$ cat src/rtl/led_pkg.sv
// led_pkg: mode encodings and 7-segment helpers shared by the LED shifter
package led_pkg;
  typedef enum logic [1:0] {
    MODE_SHIFT  = 2'b00,
    MODE_ROTATE = 2'b01,
    MODE_FREEZE = 2'b10
  } mode_e;

  function automatic logic [7:0] seg_hex(input logic [3:0] v);
    logic [7:0] s;
    case (v)
      4'h0: s = 8'h3F;
      4'h1: s = 8'h06;
      4'h2: s = 8'h5B;
      4'h3: s = 8'h4F;
      4'h4: s = 8'h66;
      4'h5: s = 8'h6D;
      4'h6: s = 8'h7D;
      4'h7: s = 8'h07;
      4'h8: s = 8'h7F;
      4'h9: s = 8'h6F;
      4'hA: s = 8'h77;
      4'hB: s = 8'h7C;
      4'hC: s = 8'h39;
      4'hD: s = 8'h5E;
      4'hE: s = 8'h79;
      default: s = 8'h71;
    endcase
    return s;
  endfunction

  // Callers zero-extend the LED word; WIDTH <= 15 keeps the count within 4 bits.
  function automatic logic [3:0] popcount(input logic [15:0] v);
    logic [3:0] c;
    c = '0;
    for (int i = 0; i < 16; i++) c = c + 4'(v[i]);
    return c;
  endfunction
endpackage

$ cat src/rtl/led_shifter_param_tick_gen.sv
// tick_gen: free-running prescaler producing a one-cycle tick every DIV clocks
module tick_gen #(
  parameter int DIV      = 50000000,
  parameter int DIV_BITS = 26
) (
  input  logic clk,
  input  logic async_reset_debounced,
  input  logic clear,
  output logic tick
);
  logic [DIV_BITS-1:0] cnt_q, cnt_d;
  assign tick  = cnt_q == DIV_BITS'(DIV - 1);
  assign cnt_d = (clear || tick) ? '0 : cnt_q + DIV_BITS'(1);
  // Prescaler register; clear restarts the period so the first tick lands DIV cycles later
  always_ff @(posedge clk or negedge async_reset_debounced)
    if (!async_reset_debounced) cnt_q <= '0;
    else cnt_q <= cnt_d;
endmodule

$ cat src/rtl/led_shifter_param.sv
// led_shifter_param: button-driven LED shift/rotate register with fill counter and 7-seg status
module led_shifter_param
  import led_pkg::*;
#(
  parameter int WIDTH    = 8,
  parameter int DIV      = 50000000,
  parameter int DIV_BITS = 26
) (
  input  logic             clk,
  input  logic             async_reset_debounced,
  input  logic             btn_0_re,
  input  logic             btn_1_re,
  input  logic             btn_mode_re,
  input  logic             direction_debounced,
  input  logic             parity_debounced,
  input  logic             seg_enable_debounced,
  output logic [WIDTH-1:0] led_output,
  output logic [7:0]       segment_output,
  output logic [1:0]       mode_output,
  output logic             full_output
);
  localparam logic [3:0] FULL = 4'(WIDTH);
  mode_e            mode_q, mode_d;
  logic [WIDTH-1:0] led_q, led_d, shifted, rotated;
  logic [3:0]       fill_q, fill_d;
  logic [7:0]       seg_q, seg_d;
  logic             tick;

  tick_gen #(.DIV(DIV), .DIV_BITS(DIV_BITS)) u_tick (
    .clk                  (clk),
    .async_reset_debounced(async_reset_debounced),
    .clear                (mode_d != mode_q),
    .tick                 (tick)
  );

  assign shifted = direction_debounced ? {btn_1_re, led_q[WIDTH-1:1]} : {led_q[WIDTH-2:0], btn_1_re};
  assign rotated = direction_debounced ? {led_q[0], led_q[WIDTH-1:1]} : {led_q[WIDTH-2:0], led_q[WIDTH-1]};

  // Mode sequencing and LED/fill next state; a mode press masks bit buttons and the tick
  always_comb begin
    mode_d = mode_q;
    led_d  = led_q;
    fill_d = fill_q;
    case (mode_q)
      MODE_SHIFT:
        if (btn_mode_re) mode_d = MODE_ROTATE;
        else if (btn_0_re && btn_1_re) begin
          led_d  = '0;
          fill_d = '0;
        end else if (btn_0_re ^ btn_1_re) begin
          led_d  = shifted;
          fill_d = (fill_q == FULL) ? fill_q : fill_q + 4'd1;
        end
      MODE_ROTATE:
        if (btn_mode_re) mode_d = MODE_FREEZE;
        else if (tick) led_d = rotated;
      MODE_FREEZE:
        if (btn_mode_re) mode_d = MODE_SHIFT;
      default: mode_d = MODE_SHIFT;
    endcase
  end

  // Status digit decoded from the current LED word, registered for one cycle of latency
  always_comb begin
    seg_d = !seg_enable_debounced ? 8'h00 :
            parity_debounced      ? ((^led_q) ? 8'h06 : 8'h3F) :
                                    seg_hex(popcount(16'(led_q)));
  end

  // State registers; reset drops everything back to power-up values immediately
  always_ff @(posedge clk or negedge async_reset_debounced)
    if (!async_reset_debounced) begin
      mode_q <= MODE_SHIFT;
      led_q  <= '0;
      fill_q <= '0;
      seg_q  <= 8'h00;
    end else begin
      mode_q <= mode_d;
      led_q  <= led_d;
      fill_q <= fill_d;
      seg_q  <= seg_d;
    end

  assign led_output     = led_q;
  assign segment_output = seg_q;
  assign mode_output    = mode_q;
  assign full_output    = fill_q == FULL;
endmodule

$ cat config.mk
export PLATFORM = sky130hd
export DESIGN_NAME = led_shifter_param
export DESIGN_NICKNAME = d
export VERILOG_FILES = /design/src/rtl/led_pkg.sv /design/src/rtl/led_shifter_param_tick_gen.sv /design/src/rtl/led_shifter_param.sv
export SDC_FILE = /design/constraint.sdc
export NUM_CORES = 1
export LEC_CHECK = 0
export ABC_AREA = 1
export CAP_MARGIN = 20
export CORE_MARGIN = 3
export CORE_UTILIZATION = 45
export CTS_CLUSTER_SIZE = 16
export DETAILED_ROUTE_END_ITERATION = 10
export GPL_TIMING_DRIVEN = 1
export PLACE_DENSITY = 0.76
export SETUP_SLACK_MARGIN = 0.1
export SLEW_MARGIN = 20
export SYNTH_ARGS = -nofsm -noshare
export SYNTH_HDL_FRONTEND = slang
export SYNTH_HIERARCHICAL = 1
export SYNTH_SLANG_ARGS = --single-unit
export TNS_END_PERCENT = 10
$ cat constraint.sdc
create_clock -name clk -period 4.7 [get_ports clk]
set_input_delay 1.175 -clock clk [delete_from_list [all_inputs] [get_ports clk]]
set_output_delay 1.175 -clock clk [all_outputs]
set_load 0.01 [all_outputs]
After elaboration in Yosys (flattened, before gate mapping)
Memory sizes are Yosys's and may differ from the RTL's.
Cells that the tools add are included.
{"block": "classes", "muxes": 19, "n_bitwise": 2, "reduce_logical": 8, "add_sub_neg": 9, "n_eq_ne": 10}
{"op": "$mux 8", "count": 9}
{"op": "$add 26x1->26 const B", "count": 1}
{"op": "$eq 26x26->1 const B", "count": 1}
{"op": "$mux 26", "count": 1}
{"op": "$add 4x1->4", "count": 4}
{"op": "$pmux 8 s2", "count": 1}
{"op": "$mux 4", "count": 3}
{"op": "$reduce_xor 8->1", "count": 1}
{"op": "$mux 2", "count": 3}
{"op": "$mux 6", "count": 1}
{"op": "$pmux 2 s3", "count": 1}
{"op": "$reduce_and 5->1", "count": 1}
{"op": "$add 3x1->4", "count": 1}
{"op": "$add 4x1->4 const B", "count": 1}
{"op": "$eq 4x4->1 const B", "count": 1}
{"op": "$ne 2x1->1 const B", "count": 2}
{"op": "$ne 2x2->1 const B", "count": 2}
{"op": "$reduce_and 4->1", "count": 1}
{"op": "$reduce_bool 2->1", "count": 2}
{"op": "$add 2x1->3", "count": 1}
{"op": "$ne 3x3->1 const B", "count": 1}
{"op": "$add 1x1->2", "count": 1}
{"op": "$eq 2x1->1 const B", "count": 1}
{"op": "$eq 2x2->1 const B", "count": 1}
{"op": "other kinds (6)", "count": 6}
{"block": "totals", "rom_bits": 112, "elab_cells": 54, "output_inout_bits": 19, "register_bits": 48, "memories": 1, "input_bits": 8}
{"memory": "(no name shown)", "depth": 16, "width": 7, "rd": 1, "rd_clocked_by_memory_dff": 0, "write_ports": 0, "line_no": "led_pkg.sv:11", "source": "case (v)"}

Logic depth before layout (Yosys ltp)
An unclocked memory read counts as a cell.
{"block": "logic_depth", "depth_word": 10, "mapped_depth": 16, "mapped_depth_nobuf": 16}

Modules after synthesis
Netlist, hierarchy kept.
{"module": "tick_gen", "cells_per_inst": 228, "instances": 1, "seq_area_each_um2": 650.6, "area_each_um2": 1589.0}
{"module": "led_shifter_param", "cells_per_inst": 207, "instances": 1, "seq_area_each_um2": 525.5, "area_each_um2": 1584.0}

Worst setup path before layout
OpenSTA, ideal clock, no wires.
{"block": "synth_path", "kind": "reg2reg", "from": "register led_q[0] (netlist: led_output[0])", "to": "register seg_q[3] (netlist: segment_output[3])", "path_buffers": 0, "stages_incl_launch_ff": 16, "slack_ns": 1.200, "synth_period_minus_slack_ns": 3.500, "setup_ns": 0.119, "t_required_ns": 4.581, "t_arrival_ns": 3.381, "path_cell_list": "dfrtp_1 > inv_1 > fa_1 > fa_1 > fa_1 > inv_1 > ha_1 > inv_1 > fa_1 > inv_1 > ha_1 > inv_1 > nand2_1 > nand3_1 > a21oi_1 > nor2_1"}
{"block": "synth_between", "elab_chain_len": 10, "word_cells_on_any_way": 12, "cone_classes": "7 x add/sub; 3 x mux; 1 x reduce/logical; 1 x memory"}
{"element": "start: declaration", "line_no": "led_shifter_param.sv:24", "source": "logic [WIDTH-1:0] led_q, led_d, shifted, rotated;"}
{"element": "start signal: assignment", "line_no": "led_shifter_param.sv:79", "source": "led_q <= led_d;"}
{"element": "$add 1x1->2", "line_no": "led_pkg.sv:36", "source": "for (int i = 0; i < 16; i++) c = c + 4'(v[i]);"}
{"element": "$add 2x1->3", "line_no": "led_pkg.sv:36"}
{"element": "$add 3x1->4", "line_no": "led_pkg.sv:36"}
{"element": "$add 4x1->4 (4 in a row)", "line_no": "led_pkg.sv:36"}
{"element": "$mem_v2 16x7"}
{"element": "$mux 8 (*)", "line_no": "led_shifter_param.sv:66", "source": "parity_debounced ? ((^led_q) ? 8'h06 : 8'h3F) :"}
{"element": "$mux 8 (*)", "line_no": "led_shifter_param.sv:65", "source": "seg_d = !seg_enable_debounced ? 8'h00 :"}
{"element": "net seg_d[3]", "line_no": "led_shifter_param.sv:26", "source": "logic [7:0] seg_q, seg_d;"}
{"element": "end signal: assignment", "line_no": "led_shifter_param.sv:81", "source": "seg_q <= seg_d;"}
{"element": "end: declaration", "line_no": "led_shifter_param.sv:26"}
The timed path passes the listed nets; every way through them passes the cells marked *.
A chain may end at the register's enable or synchronous reset.

Worst setup path after layout
Same ends and word-level chain as after synthesis.

==> reports/metrics.yaml <==
run_status: "finished, final reports clean"
netlist_instances: 435
area_growth_pct: 12.66
synthFlopType: "dfrtp_1"
synth-xor-area-share: 0.04416
finalSetupViolations: 0
synth_top_family_by_area: "simple AND/OR/NAND/NOR gates"
cts_resized: 0
cp_cell_sequence: "inv_1, fa_1, fa_1, fa_1, inv_1, ha_1, inv_1, fa_1, inv_1, ha_1, inv_1, nand2_1, nand3_1, a21oi_1, nor2_1"
fillCellCount: 629
synth-compound-area-share: 0.08596
maxCapViolations: 0
synthArstFlopShare: 1.000
fp.dieArea_mm2: 0.008095
ys_seq_elements: 47
clkLatencyLatePin_ns: 0.30
rows: 29
met1_usage: 0.2199
power_density_mw_per_mm2: 713.5
critPathLaunchType: "flip-flop"
synth_top_area_cell: "dfrtp_1"
num_vias: 2711
rr_endpoint: "segment_output[3]"
wl_per_cell_um: 11.84
reg2reg_depth: 15
vias_per_cell: 4.894
cts_sinks: 47
grt_use_met2: 0.2920
cts-hold-fix-buffers: 0
grt-ovfl-total: 0
worst_slew_pin_slew_ns: 0.6250
dp_cells: 547
routabilityCongestion: 0.8804
antenna_found_initial: 0
cpMostUsedCell: "inv_1"
layout.nets: 489
ir_drop_v: 0.0007145
synth.avg_cell_area_um2: 7.294
die_h_um: 89.97
skew_ns: 0.009975
fin_setup_tns_ns: 0
drtAntennaViolNets: 0
finalCritPeriodShare: 0.7801
crit_required_ns: 4.89
drt_iter0_drc: 128
fmax_mhz: 272.7
crit_type: "reg2reg"
path_clk_slew_ns: 0.09
r2r-start: "led_output[0]"
min_path_cells: 3
holdCritPathClass: "reg2reg"
synth_area_mm2: 0.003173
crit_path_max_fanout: 5
dp_slack_ns: 1.045
seq_area_frac_synth: 0.3707
grt_pass1_vias: 2673
relSlewSlack: 0.5823
critical_path.slowest_cell: "fa_1"
firstDrtPassIters: 4
leakagePower_uw: 0.001651
slew_violations: 0
diodes: 0
worst_setup_path_end_kind: "flip-flop"
fin_cells: 554
cts_made_buffers: 5
rsz0062_at_grt: "no"
yosysWarnings: 6
rrSetupSlack_ns: 1.03
grt-busiest-layer: "met2"
h-tree-depth: 2
synth_fp_nets: 463
critical_path_arrival_ns: 3.86
dp_hpwl_um: 4967
grt_use_met3: 0.02838
yosysTopAreaCellShare: 0.3707
grt_first_pass_wirelength_um: 11710
yosys.cell_types.count: 34
drive_gt1_frac: 0.06291
postLayoutSetupSlackWorst_ns: 1.033
utilization: 0.5413
muxShareOfSynthArea: 0
cpPeakStageDelay_ns: 0.58
cp_top_family: "adder cells"
cts-root-buf: "clkbuf_8"
min_delay_worst_endpoint: "u_tick/cnt_q[25]"
ios: 27
post-route-min-period_ns: 3.667
grt_use_total: 0.1720
fp.dieW_um: 89.97
cts_buffer_depth: 2
layout.cells.most_common: "nand2_1"
holdWs_ns: 0.5478
crit_buf_inv: 5
finalHoldViolCount: 0
initial_core_util: 0.4805
core_mm2: 0.006604
io_buffers: 25
final_cell_mix: "nand2_1, nor2_1, inv_1"
synth-edff-count: 0
min_from: "u_tick/cnt_q[25]"
postCtsSetupBuffers: 0
grt_max_degree: 48
synthSimpleGateAreaFrac: 0.3206
synthAdderAreaFrac: 0.08833
drc: 0
wl_um: 6559
yosys-top-cells-area: "dfrtp_1, nand2_1, nor2_1, inv_1, ha_1"
cts_tree: "built"
-- worst register-to-register path: stages, from the launching register on --
cell,delay [ns]
dfrtp_1,0.41
inv_1,0.11
fa_1,0.58
fa_1,0.43
fa_1,0.49
inv_1,0.04
ha_1,0.18
inv_1,0.07
fa_1,0.47
inv_1,0.17
ha_1,0.17
inv_1,0.05
nand2_1,0.10
nand3_1,0.08
a21oi_1,0.15
nor2_1,0.06
-- area by class of cell --
class | count | area, µm² | share of cell area
Tap cell | 93 | 116.4 | 0.03255
Multi-Input combinational cell | 320 | 1714 | 0.4795
Clock inverter | 1 | 5.005 | 0.001400
Timing Repair Buffer | 25 | 247.7 | 0.06930
Inverter | 62 | 232.7 | 0.06510
Clock buffer | 6 | 82.58 | 0.02310
Sequential cell | 47 | 1176 | 0.3290
-- state kept, by name, summed over array words and instances, names as in the netlist --
register / flops
mode_output: 2
led_output: 8
segment_output: 7
u_tick/cnt_q: 26
fill_q: 4
-- power breakdown --
part / switching (µW) / internal, µW / total, µW
Sequential: 80.3 / 489 / 569
Clock: 136 / 116 / 252
Combinational: 1050 / 681 / 1730
-- cell usage after synthesis (4+ instances only) --
master and number:
ha_1 16, nor2_1 69, o2111ai_1 7, xnor2_1 7, xor2_1 9, nand2_1 129
inv_1 56, dfrtp_1 47, inv_2 6, nand3_1 29, o21ai_1 7, fa_1 4
a21oi_1 10, o21ai_0 7
-- kinds of logic (layout without fill, tap and decap cells) --
kind of cell,count (synthesis),after routing
simple gates,243,243
fa+ha+maj,20,20
xor+xnor,16,16
compound gates,40,40
buf+inv,68,94
other cells,1,1
flops,47,47
-- layer usage --
metal,wire (µm),vias up
met5,0,-
met4,158,0
met3,221,15
met2,3114,55
met1,3065,1232
li1,-,1409
-- worst max path at each step --
| stage | startpoint | endpoint | slack (ns) | depth (start not counted) |
|---|---|---|---|---|
| 2_1_floorplan | led_output[0] | segment_output[3] | 1.20 | 15 |
| 5_1_grt | led_output[0] | segment_output[3] | 0.78 | 15 |
| 3_3_place_gp | led_output[0] | segment_output[3] | 1.09 | 15 |
| 3_5_place_dp | led_output[0] | segment_output[5] | 1.05 | 15 |
| 6_report | led_output[0] | segment_output[3] | 1.03 | 15 |
| 4_1_cts | led_output[0] | segment_output[5] | 1.03 | 15 |
-- metrics by stage --
stage	total power (µW)	instance area (µm²)
after floorplan	1868	3173
after global placement	2292	3485
after detailed placement	2306	3485
after CTS	2572	3572
after global routing	2926	3575
final	2551	3575
(Power assumes the default switching activity.)
